**src/rtl/seq_mul_pkg.sv**
```systemverilog
// seq_mul_pkg: shared FSM encoding and sizing helpers for seq_mul_uni.
package seq_mul_pkg;
  typedef enum logic [1:0] {IDLE = 2'd0, BUSY = 2'd1, DONE = 2'd2} state_t;
  function automatic int clog2(input int v);
    int r = 0;
    while ((1 << r) < v) r++;
    return r;
  endfunction
  function automatic int steps(input int wb, input int bpc);
    return (wb + bpc - 1) / bpc;
  endfunction
endpackage

```
**src/rtl/mul_slice.sv**
```systemverilog
// mul_slice: one WIDTH_A x BITS_PER_CYCLE array slice computing a*b_chunk + window.
module mul_slice #(
  parameter int WIDTH_A = 8,
  parameter int BITS_PER_CYCLE = 1
) (
  input  logic [WIDTH_A-1:0]                a,
  input  logic [BITS_PER_CYCLE-1:0]         b_chunk,
  input  logic [WIDTH_A-1:0]                window,
  output logic [WIDTH_A+BITS_PER_CYCLE-1:0] sum
);
  logic [BITS_PER_CYCLE-1:0][WIDTH_A:0] row;
  assign row[0] = {1'b0, window} + {1'b0, a & {WIDTH_A{b_chunk[0]}}};
  // each row retires its lsb and passes the shifted partial sum down
  for (genvar i = 1; i < BITS_PER_CYCLE; i++) begin : g_row
    assign row[i] = {1'b0, row[i-1][WIDTH_A:1]} + {1'b0, a & {WIDTH_A{b_chunk[i]}}};
    assign sum[i-1] = row[i-1][0];
  end
  assign sum[WIDTH_A+BITS_PER_CYCLE-1:BITS_PER_CYCLE-1] = row[BITS_PER_CYCLE-1];
endmodule

```
**src/rtl/seq_mul_uni.sv**
```systemverilog
// seq_mul_uni: iterative unsigned multiplier consuming BITS_PER_CYCLE multiplier bits per cycle.
module seq_mul_uni
  import seq_mul_pkg::*;
#(
  parameter int WIDTH_A = 8,
  parameter int WIDTH_B = 8,
  parameter int BITS_PER_CYCLE = 1,
  parameter int EARLY_EXIT = 0
) (
  input  logic                       clk,
  input  logic                       rst,
  input  logic                       in_valid,
  output logic                       in_ready,
  input  logic [WIDTH_A-1:0]         a,
  input  logic [WIDTH_B-1:0]         b,
  output logic                       out_valid,
  input  logic                       out_ready,
  output logic [WIDTH_A+WIDTH_B-1:0] p,
  output logic                       busy
);
  localparam int STEPS = steps(WIDTH_B, BITS_PER_CYCLE);
  localparam int CW = clog2(STEPS + 1);
  localparam int PB = STEPS * BITS_PER_CYCLE;
  localparam int PW = WIDTH_A + WIDTH_B;
  localparam int EW = WIDTH_A + PB;
  state_t state;
  logic [WIDTH_A-1:0] a_r;
  logic [PB-1:0] b_r;
  logic [PW-1:0] acc, acc_next;
  logic [CW-1:0] k;
  logic [31:0] shift;
  logic [EW-1:0] acc_ext, mask;
  logic [WIDTH_A-1:0] window;
  logic [BITS_PER_CYCLE-1:0] chunk;
  logic [WIDTH_A+BITS_PER_CYCLE-1:0] sum;
  logic rem_zero;
  assign shift = 32'(k) * 32'(BITS_PER_CYCLE);
  assign acc_ext = EW'(acc);
  assign mask = ~({EW{1'b1}} << shift);
  // bits of acc above the current offset never exceed WIDTH_A, so the slice sum cannot overflow
  assign window = WIDTH_A'(acc_ext >> shift);
  assign chunk = BITS_PER_CYCLE'(b_r >> shift);
  assign acc_next = PW'((acc_ext & mask) | (EW'(sum) << shift));
  assign rem_zero = (b_r >> shift) == '0;
  assign p = acc;
  mul_slice #(.WIDTH_A(WIDTH_A), .BITS_PER_CYCLE(BITS_PER_CYCLE)) u_slice (
    .a(a_r), .b_chunk(chunk), .window(window), .sum(sum)
  );
  always_ff @(posedge clk) begin
    if (rst) begin
      state <= IDLE;
      in_ready <= 1'b1;
      out_valid <= 1'b0;
      busy <= 1'b0;
      acc <= '0;
      k <= '0;
      a_r <= '0;
      b_r <= '0;
    end else begin
      case (state)
        IDLE: if (in_valid) begin
          a_r <= a;
          b_r <= PB'(b);
          acc <= '0;
          k <= '0;
          state <= BUSY;
          in_ready <= 1'b0;
          busy <= 1'b1;
        end
        BUSY: if (EARLY_EXIT != 0 && rem_zero) begin
          state <= DONE;
          busy <= 1'b0;
          out_valid <= 1'b1;
        end else begin
          acc <= acc_next;
          k <= k + CW'(1);
          if (k == CW'(STEPS - 1)) begin
            state <= DONE;
            busy <= 1'b0;
            out_valid <= 1'b1;
          end
        end
        DONE: if (out_ready) begin
          state <= IDLE;
          out_valid <= 1'b0;
          in_ready <= 1'b1;
        end
        default: state <= IDLE;
      endcase
    end
  end
endmodule

```
**config.mk**
```make
export PLATFORM = sky130hd
export DESIGN_NAME = seq_mul_uni
export DESIGN_NICKNAME = d
export VERILOG_FILES = /design/src/rtl/seq_mul_pkg.sv /design/src/rtl/mul_slice.sv /design/src/rtl/seq_mul_uni.sv
export SDC_FILE = /design/constraint.sdc
export NUM_CORES = 1
export LEC_CHECK = 0
export ABC_AREA = 1
export BUFFER_PORTS_ARGS = -buffer_cell sky130_fd_sc_hd__buf_4
export CORE_AREA = 2 2 83 85
export CTS_CLUSTER_DIAMETER = 120
export CTS_CLUSTER_SIZE = 30
export DETAILED_ROUTE_END_ITERATION = 8
export DIE_AREA = 0 0 85 87
export HOLD_SLACK_MARGIN = 0.06
export PLACE_DENSITY_LB_ADDON = 0.1
export SLEW_MARGIN = 30
export SYNTH_ARGS = -nofsm -noshare
export SYNTH_HDL_FRONTEND = slang
export SYNTH_HIERARCHICAL = 1
export SYNTH_SLANG_ARGS = --single-unit
export TNS_END_PERCENT = 20
```
**constraint.sdc**
```tcl
create_clock -name clk -period 5.4 [get_ports clk]
set_input_delay 0.81 -clock clk [delete_from_list [all_inputs] [get_ports clk]]
set_output_delay 0.81 -clock clk [all_outputs]
set_load 0.02 [all_outputs]
```
# ---- After elaboration in Yosys (flattened, before gate mapping)
# Cells that the tools add are included.
dict set report op_classes {
  addsub 2
  eq_ne 6
  shift 4
  muxes 17
  bitwise_logic 4
  n_reduce_logical 10
}
# op n
set op_table {}
lappend op_table {{one-hot mux 16 bit (2 select lines)} 1}
lappend op_table {{AND 16 bit} 1}
lappend op_table {{two-way mux 16 bit} 1}
lappend op_table {{inverter 16 bit} 1}
lappend op_table {{bitwise OR 16 bit} 1}
lappend op_table {{<< shifter 16 x 4 -> 16 bit, first input constant} 1}
lappend op_table {{<< shifter 9 x 4 -> 16 bit} 1}
lappend op_table {{>> shifter 16 x 4 -> 8 bit} 1}
lappend op_table {{AND reduction 3 bit} 4}
lappend op_table {{adder 8 x 8 -> 9 bit} 1}
lappend op_table {{AND 8 bit} 1}
lappend op_table {{one-hot mux 4 bit (2 select lines)} 1}
lappend op_table {{>> shifter 8 x 4 -> 1 bit} 1}
lappend op_table {{two-way mux 1 bit} 6}
lappend op_table {{two-way mux 2 bit} 3}
lappend op_table {{!= test 2 bit, second input constant} 3}
lappend op_table {{one-hot mux 1 bit (2 select lines)} 3}
lappend op_table {{one-hot mux 2 bit (3 select lines)} 1}
lappend op_table {{nonzero test 2 bit} 3}
lappend op_table {{adder 4 x 1 -> 4 bit, second input constant} 1}
lappend op_table {{equality test 4 x 3 -> 1 bit, second input constant} 1}
lappend op_table {{two-way mux 4 bit} 1}
lappend op_table {{AND reduction 2 bit} 2}
lappend op_table {{equality test 2 x 1 -> 1 bit, second input constant} 1}
lappend op_table {{other kinds (2)} 2}
dict set report word_totals {
  register_bits 41
  input_bits 20
  output_inout_bits 19
  elab_cells 51
}

# ---- Logic depth before layout (Yosys ltp)
dict set report logic_depth {
  ltp_word 6
  depth_mapped 26
  ltp_nobuf 23
}

# ---- Hierarchy
# Netlist, hierarchy kept.
# mod instances cells_per_inst area_per_inst_um2 seq_area_each_um2
set modules_own_cells {}
lappend modules_own_cells {seq_mul_uni 1 429 2682.6 820.8}
lappend modules_own_cells {mul_slice 1 76 440.4 0.0}

# ---- Least setup slack after synthesis
# No wires, ideal clock.
dict set report synth_path {
  kind {register to register}
  from {register k[1]}
  to {register acc[15], in the netlist p[15]}
  setup_ns 0.132
  arrival_time_ns 2.761
  required_time_ns 5.268
  slack_ns 2.507
  stages_incl_launch_ff 27
  path_buffers 3
  period_less_slack_ns 2.893
  cell_sequence {dfxtp_1 -> inv_2 -> buf_2 -> buf_2 -> o21ai_0 -> o22ai_1 -> nand2_1 -> o221ai_1 -> clkbuf_1 -> nand2_1 -> inv_1 -> ha_1 -> fa_1 -> nand2_1 -> nand2_1 -> nand3b_4 -> nand2_1 -> nand2_1 -> nand2_1 -> nand2_1 -> nand3_1 -> nand3_1 -> nand2_1 -> nand2_1 -> nand2_1 -> nand2_1 -> a21oi_1}
}
dict set report synth_between {
  elab_chain_cells 6
  word_cells_on_any_way 10
  cone_classes {add/sub (1); shift (4); mux (1); bitwise (4)}
}
# item line
set synth_rtl {}
lappend synth_rtl {{start, declared} seq_mul_uni.sv:30} ;# logic [CW-1:0] k;
lappend synth_rtl {{start signal, assigned} seq_mul_uni.sv:76} ;# k <= k + CW'(1);
lappend synth_rtl {{>> shifter 8 x 4 -> 1 bit} n/a}
lappend synth_rtl {{named net chunk} seq_mul_uni.sv:34} ;# logic [BITS_PER_CYCLE-1:0] chunk;
lappend synth_rtl {{AND 8 bit} mul_slice.sv:12} ;# assign row[0] = {1'b0, window} + {1'b0, a & {WIDTH_A{b_chunk[0]}}};
lappend synth_rtl {{adder 8 x 8 -> 9 bit} mul_slice.sv:12}
lappend synth_rtl {{named net sum[6]} seq_mul_uni.sv:35} ;# logic [WIDTH_A+BITS_PER_CYCLE-1:0] sum;
lappend synth_rtl {{<< shifter 9 x 4 -> 16 bit} seq_mul_uni.sv:43} ;# assign acc_next = PW'((acc_ext & mask) | (EW'(sum) << shift));
lappend synth_rtl {{bitwise OR 16 bit} seq_mul_uni.sv:43}
lappend synth_rtl {{one-hot mux 16 bit (2 select lines)} seq_mul_uni.sv:60} ;# case (state)
lappend synth_rtl {{end signal, assigned} seq_mul_uni.sv:75} ;# acc <= acc_next;
lappend synth_rtl {{end, declared} seq_mul_uni.sv:29} ;# logic [PW-1:0] acc, acc_next;
# The timed path passes the listed nets, and every way through them passes these cells.
# A chain may end at the register's enable or synchronous reset.

# ---- Worst setup path in the final report
dict set report layout_path {
  from {register k[0]}
  to {register acc[10], in the netlist p[10]}
}
# Same word-level chain as after synthesis.

==> flow_summary_export.csv <==
group,metric,value,unit
detailed_routing,viasPerCell,5.48,
critical_path,cp.required,5.66,ns
synthesis,netlist_area,3120,sq um
hold_path,hold_path_end,"in_ready",
clock_network,h-tree-depth,2,
die,initial_utilization,47.5,%
sta,slew_violations,0,
die,die_w,85,um
sta,rsz0062_at_grt,"false",
critical_path,path_cells,"inv_2 > o21ai_0 > o22ai_1 > nand2_1 > o221ai_1 > nand2_1 > inv_1 > ha_1 > fa_1 > nand2_1 > nand2_1 > nand2_1 > xnor2_1 > inv_1 > o211ai_1 > nand3_1 > nand2_1 > nand2_1 > nand3_1 > nand2_1 > inv_1",
global_routing,grt_pass1_wl,15100,um
hold_path,min_path_cells,2,
clock_network,cts_made_buffers,5,
detailed_routing,wl_met3,560,um
detailed_routing,antenna_left,0,
power_and_ir_drop,vdd_drop_max,0.160,mV
critical_path,cpMostUsedCell,"nand2_1",
clock_network,ctsLongestPathBuffers,2,
sta,final-hold-violation-count,0,
detailed_routing,wire_per_inst,14.8,um
critical_path,cp_slowest_cell,"dfxtp_1",
critical_path,crit_family,"flip-flops",
global_routing,grt_max_degree,33,
clock_network,root_buffer,"clkbuf_8",
synthesis,syn_nets,538,
layout,antenna_cells,0,
detailed_routing,dr.pass1.iters,5,
die,ios,39,
layout,fin_nets,561,
place,gp_congestion,0.957,
power_and_ir_drop,leakage,1.70,nW
global_routing,overflow,0,
detailed_routing,dr_wl_met2,4010,um
synthesis,avgSynthCellArea,6.18,sq um
critical_path,cp_num_buf_inv,4,
synthesis,synth_flop_cell,"dfxtp_1",
critical_path,slowest_delay,0.89,ns
sta,tightest_slew,0.855,ns
clock_network,clk_pin_slew,0.09,ns
detailed_routing,drt_first_iter_violations,252,
critical_path,cp-end-kind,"flop",
synthesis,syn_inst,505,
synthesis,async_flop_share,0,%
place,dp_slack,1.50,ns
clock_network,cts_tree,"yes",
global_routing,grtUsageTotal,25.5,%
detailed_routing,highest_layer,"met4",
die,dieArea,7400,sq um
sta,setup_ws,1.45,ns
clock_network,cts_repair_resize_count,0,
detailed_routing,route.detailed.drc,0,
clock_network,cts_hold_buf,0,
synthesis,ys_warn_count,6,
clock_network,cts_setup_buffers,0,
layout,drive_gt1_share,14.6,%
place,hpwl,6820,um
critical_path,path_class,"reg -> reg",
critical_path,regToRegSetupSlack,1.45,ns
die,die_y,87,um
synthesis,yosysUniqueCellTypes,38,
synthesis,ys_seq_area_share,26.3,%
critical_path,timing.rr.start,"k[0]",
critical_path,worstSetupStartpoint,"k[0]",
sta,skew,0.0136,ns
sta,period_share,73.1,%
sta,slew_headroom,42.9,%
critical_path,worst-path-max-fanout,26,
place,port_buffers,38,
detailed_routing,postRouteWirelength,9030,um
critical_path,arrival,4.21,ns
clock_network,clk_latency,0.31,ns
layout,area_growth_syn_to_layout,12.9,%
power_and_ir_drop,power.density,231,nW/um^2
die,num_rows,30,
sta,max_freq,0.253,GHz
critical_path,r2r.worst_path.cells,21,
detailed_routing,wl_met1,4220,um
sta,period_minus_slack,3.95,ns
synthesis,synth-edff-count,0,
critical_path,r2r-end,"p[10]",
hold_path,worstHoldStart,"in_ready",
synthesis,ys_seq_elements,41,
detailed_routing,vias,3335,
sta,fin_tns_setup,0,ns
outcome,status,"finished clean",
global_routing,antenna_found_initial,0,
job,drv_cap,0,
clock_network,cts_sinks,41,
global_routing,grt_pass1_vias,3048,
hold_path,min_path_type,"reg -> reg",
sta,setup_viol,0,
die,fp.coreArea,6570,sq um
critical_path,startpoint_type,"flop",
-- synthesized netlist by cell type (2+ instances only) --
cell      instances  area [sq um]
inv_1            37           139
nor2_4            4          45.0
or2_2             2          12.5
inv_4             2          12.5
o21ai_1           5          25.0
buf_6             2          22.5
buf_2            10          50.1
nand2_2           5          31.3
nand3_1          42           210
a21oi_1          31           155
dfxtp_1          41           821
a31oi_1           2          12.5
ha_1             12           150
nand2_1         163           612
nor2_1           47           176
mux2i_1           5          50.1
a211oi_1          2          15.0
inv_2             6          22.5
clkbuf_1          7          26.3
o221ai_1          2          17.5
o22ai_1           2          12.5
buf_4             6          45.0
nor2_2            2          12.5
o21ai_0          46           230
or2_4             2          17.5
o211ai_1          6          45.0
xnor2_1           2          17.5
nand3b_1          2          15.0
-- worst register-to-register path: stages (launching register included) --
cell      delay [ns]
dfxtp_1         0.89
inv_2           0.38
o21ai_0         0.25
o22ai_1         0.09
nand2_1         0.06
o221ai_1        0.29
nand2_1         0.14
inv_1           0.05
ha_1            0.19
fa_1            0.40
nand2_1         0.09
nand2_1         0.09
nand2_1         0.09
xnor2_1         0.17
inv_1           0.10
o211ai_1        0.21
nand3_1         0.10
nand2_1         0.09
nand2_1         0.05
nand3_1         0.08
nand2_1         0.05
inv_1           0.06
-- logic make-up after synthesis --
kind of cell / share of synthesized area, %
adder cells (fa/ha/maj): 5.45
flip-flops: 26.3
buffers and inverters: 10.2
AO/OA/AOI/OAI: 16.7
XOR/XNOR: 0.841
AND/OR/NAND/NOR: 38.9
multiplexers: 1.60
-- sequential cells by signal, summed over array words and instances, names as in the netlist --
register / count
a_r: 8
b_r: 8
busy: 1
in_ready: 1
k: 4
out_valid: 1
p: 16
state: 2
-- per-layer routing --
metal | track usage, % | vias up
met2 | 40.3 | 130
li1 | - | 1690
met1 | 35.7 | 1493
met3 | 4.17 | 22
met5 | 0 | -
met4 | 8.08 | 0
-- worst max-delay path by stage --
stage                        to  slack [ns]  depth (start not counted)
after global routing      p[10]        1.00                         21
after global placement    p[15]        1.51                         21
final                     p[10]        1.45                         21
after CTS                 p[14]        1.47                         19
after detailed placement  p[15]        1.50                         21
after floorplan           p[15]        2.51                         26
-- report_power, final --
part	leakage (nW)	switching, W	internal (W)
Sequential	0.335	0.0000144	0.000318
Combinational	1.29	0.000107	0.0000593
Clock	0.0687	0.000129	0.000186
Total	1.70	0.000250	0.000563
-- area by class of cell --
cell class / instances / area [sq um]
fillers: 689 / 3040
multi-input cells: 394 / 1980
flip-flops and latches: 41 / 821
repair buffers: 41 / 308
inverters: 45 / 174
well taps: 80 / 100
clock buffers: 5 / 68.8
clock inverters: 3 / 68.8
-- layout by cell type (no fill, tap or decap) --
cell / n
nand2_4: 1
and2_1: 1
dfxtp_1: 41
or2_2: 2
inv_6: 1
fa_1: 1
a21oi_1: 31
nor2_4: 4
nor2_8: 1
bufinv_16: 2
xor2_1: 1
a211oi_1: 2
nor2_1: 47
o221ai_1: 2
or2_4: 2
nand3_1: 42
ha_1: 12
mux2i_1: 5
inv_2: 6
xnor2_1: 2
inv_4: 2
clkbuf_8: 5
nand3b_4: 1
nand2_1: 163
nor3_2: 1
nand3_2: 1
o211ai_1: 6
a31oi_1: 2
nand2_2: 5
nand3b_1: 2
o21ai_1: 5
nor2_2: 2
nand4_1: 1
o2111ai_1: 1
o22ai_1: 2
inv_1: 37
buf_4: 41
o21ai_0: 46
-- per-stage QoR --
stage / std cells / util, % / total power, W / hold WS, ns / instance area, sq um
3_5_place_dp: 601 / 51.6 / 0.000503 / 0.452 / 3390
4_1_cts: 609 / 53.7 / 0.000813 / 0.473 / 3520
2_1_floorplan: 505 / - / 0.000459 / 0.472 / 3120
6_report: 609 / 53.7 / 0.000814 / 0.465 / 3520
3_3_place_gp: 601 / 51.6 / 0.000503 / 0.443 / 3390
5_1_grt: 609 / 53.7 / 0.000851 / 0.496 / 3520
(Power assumes the default switching activity.)
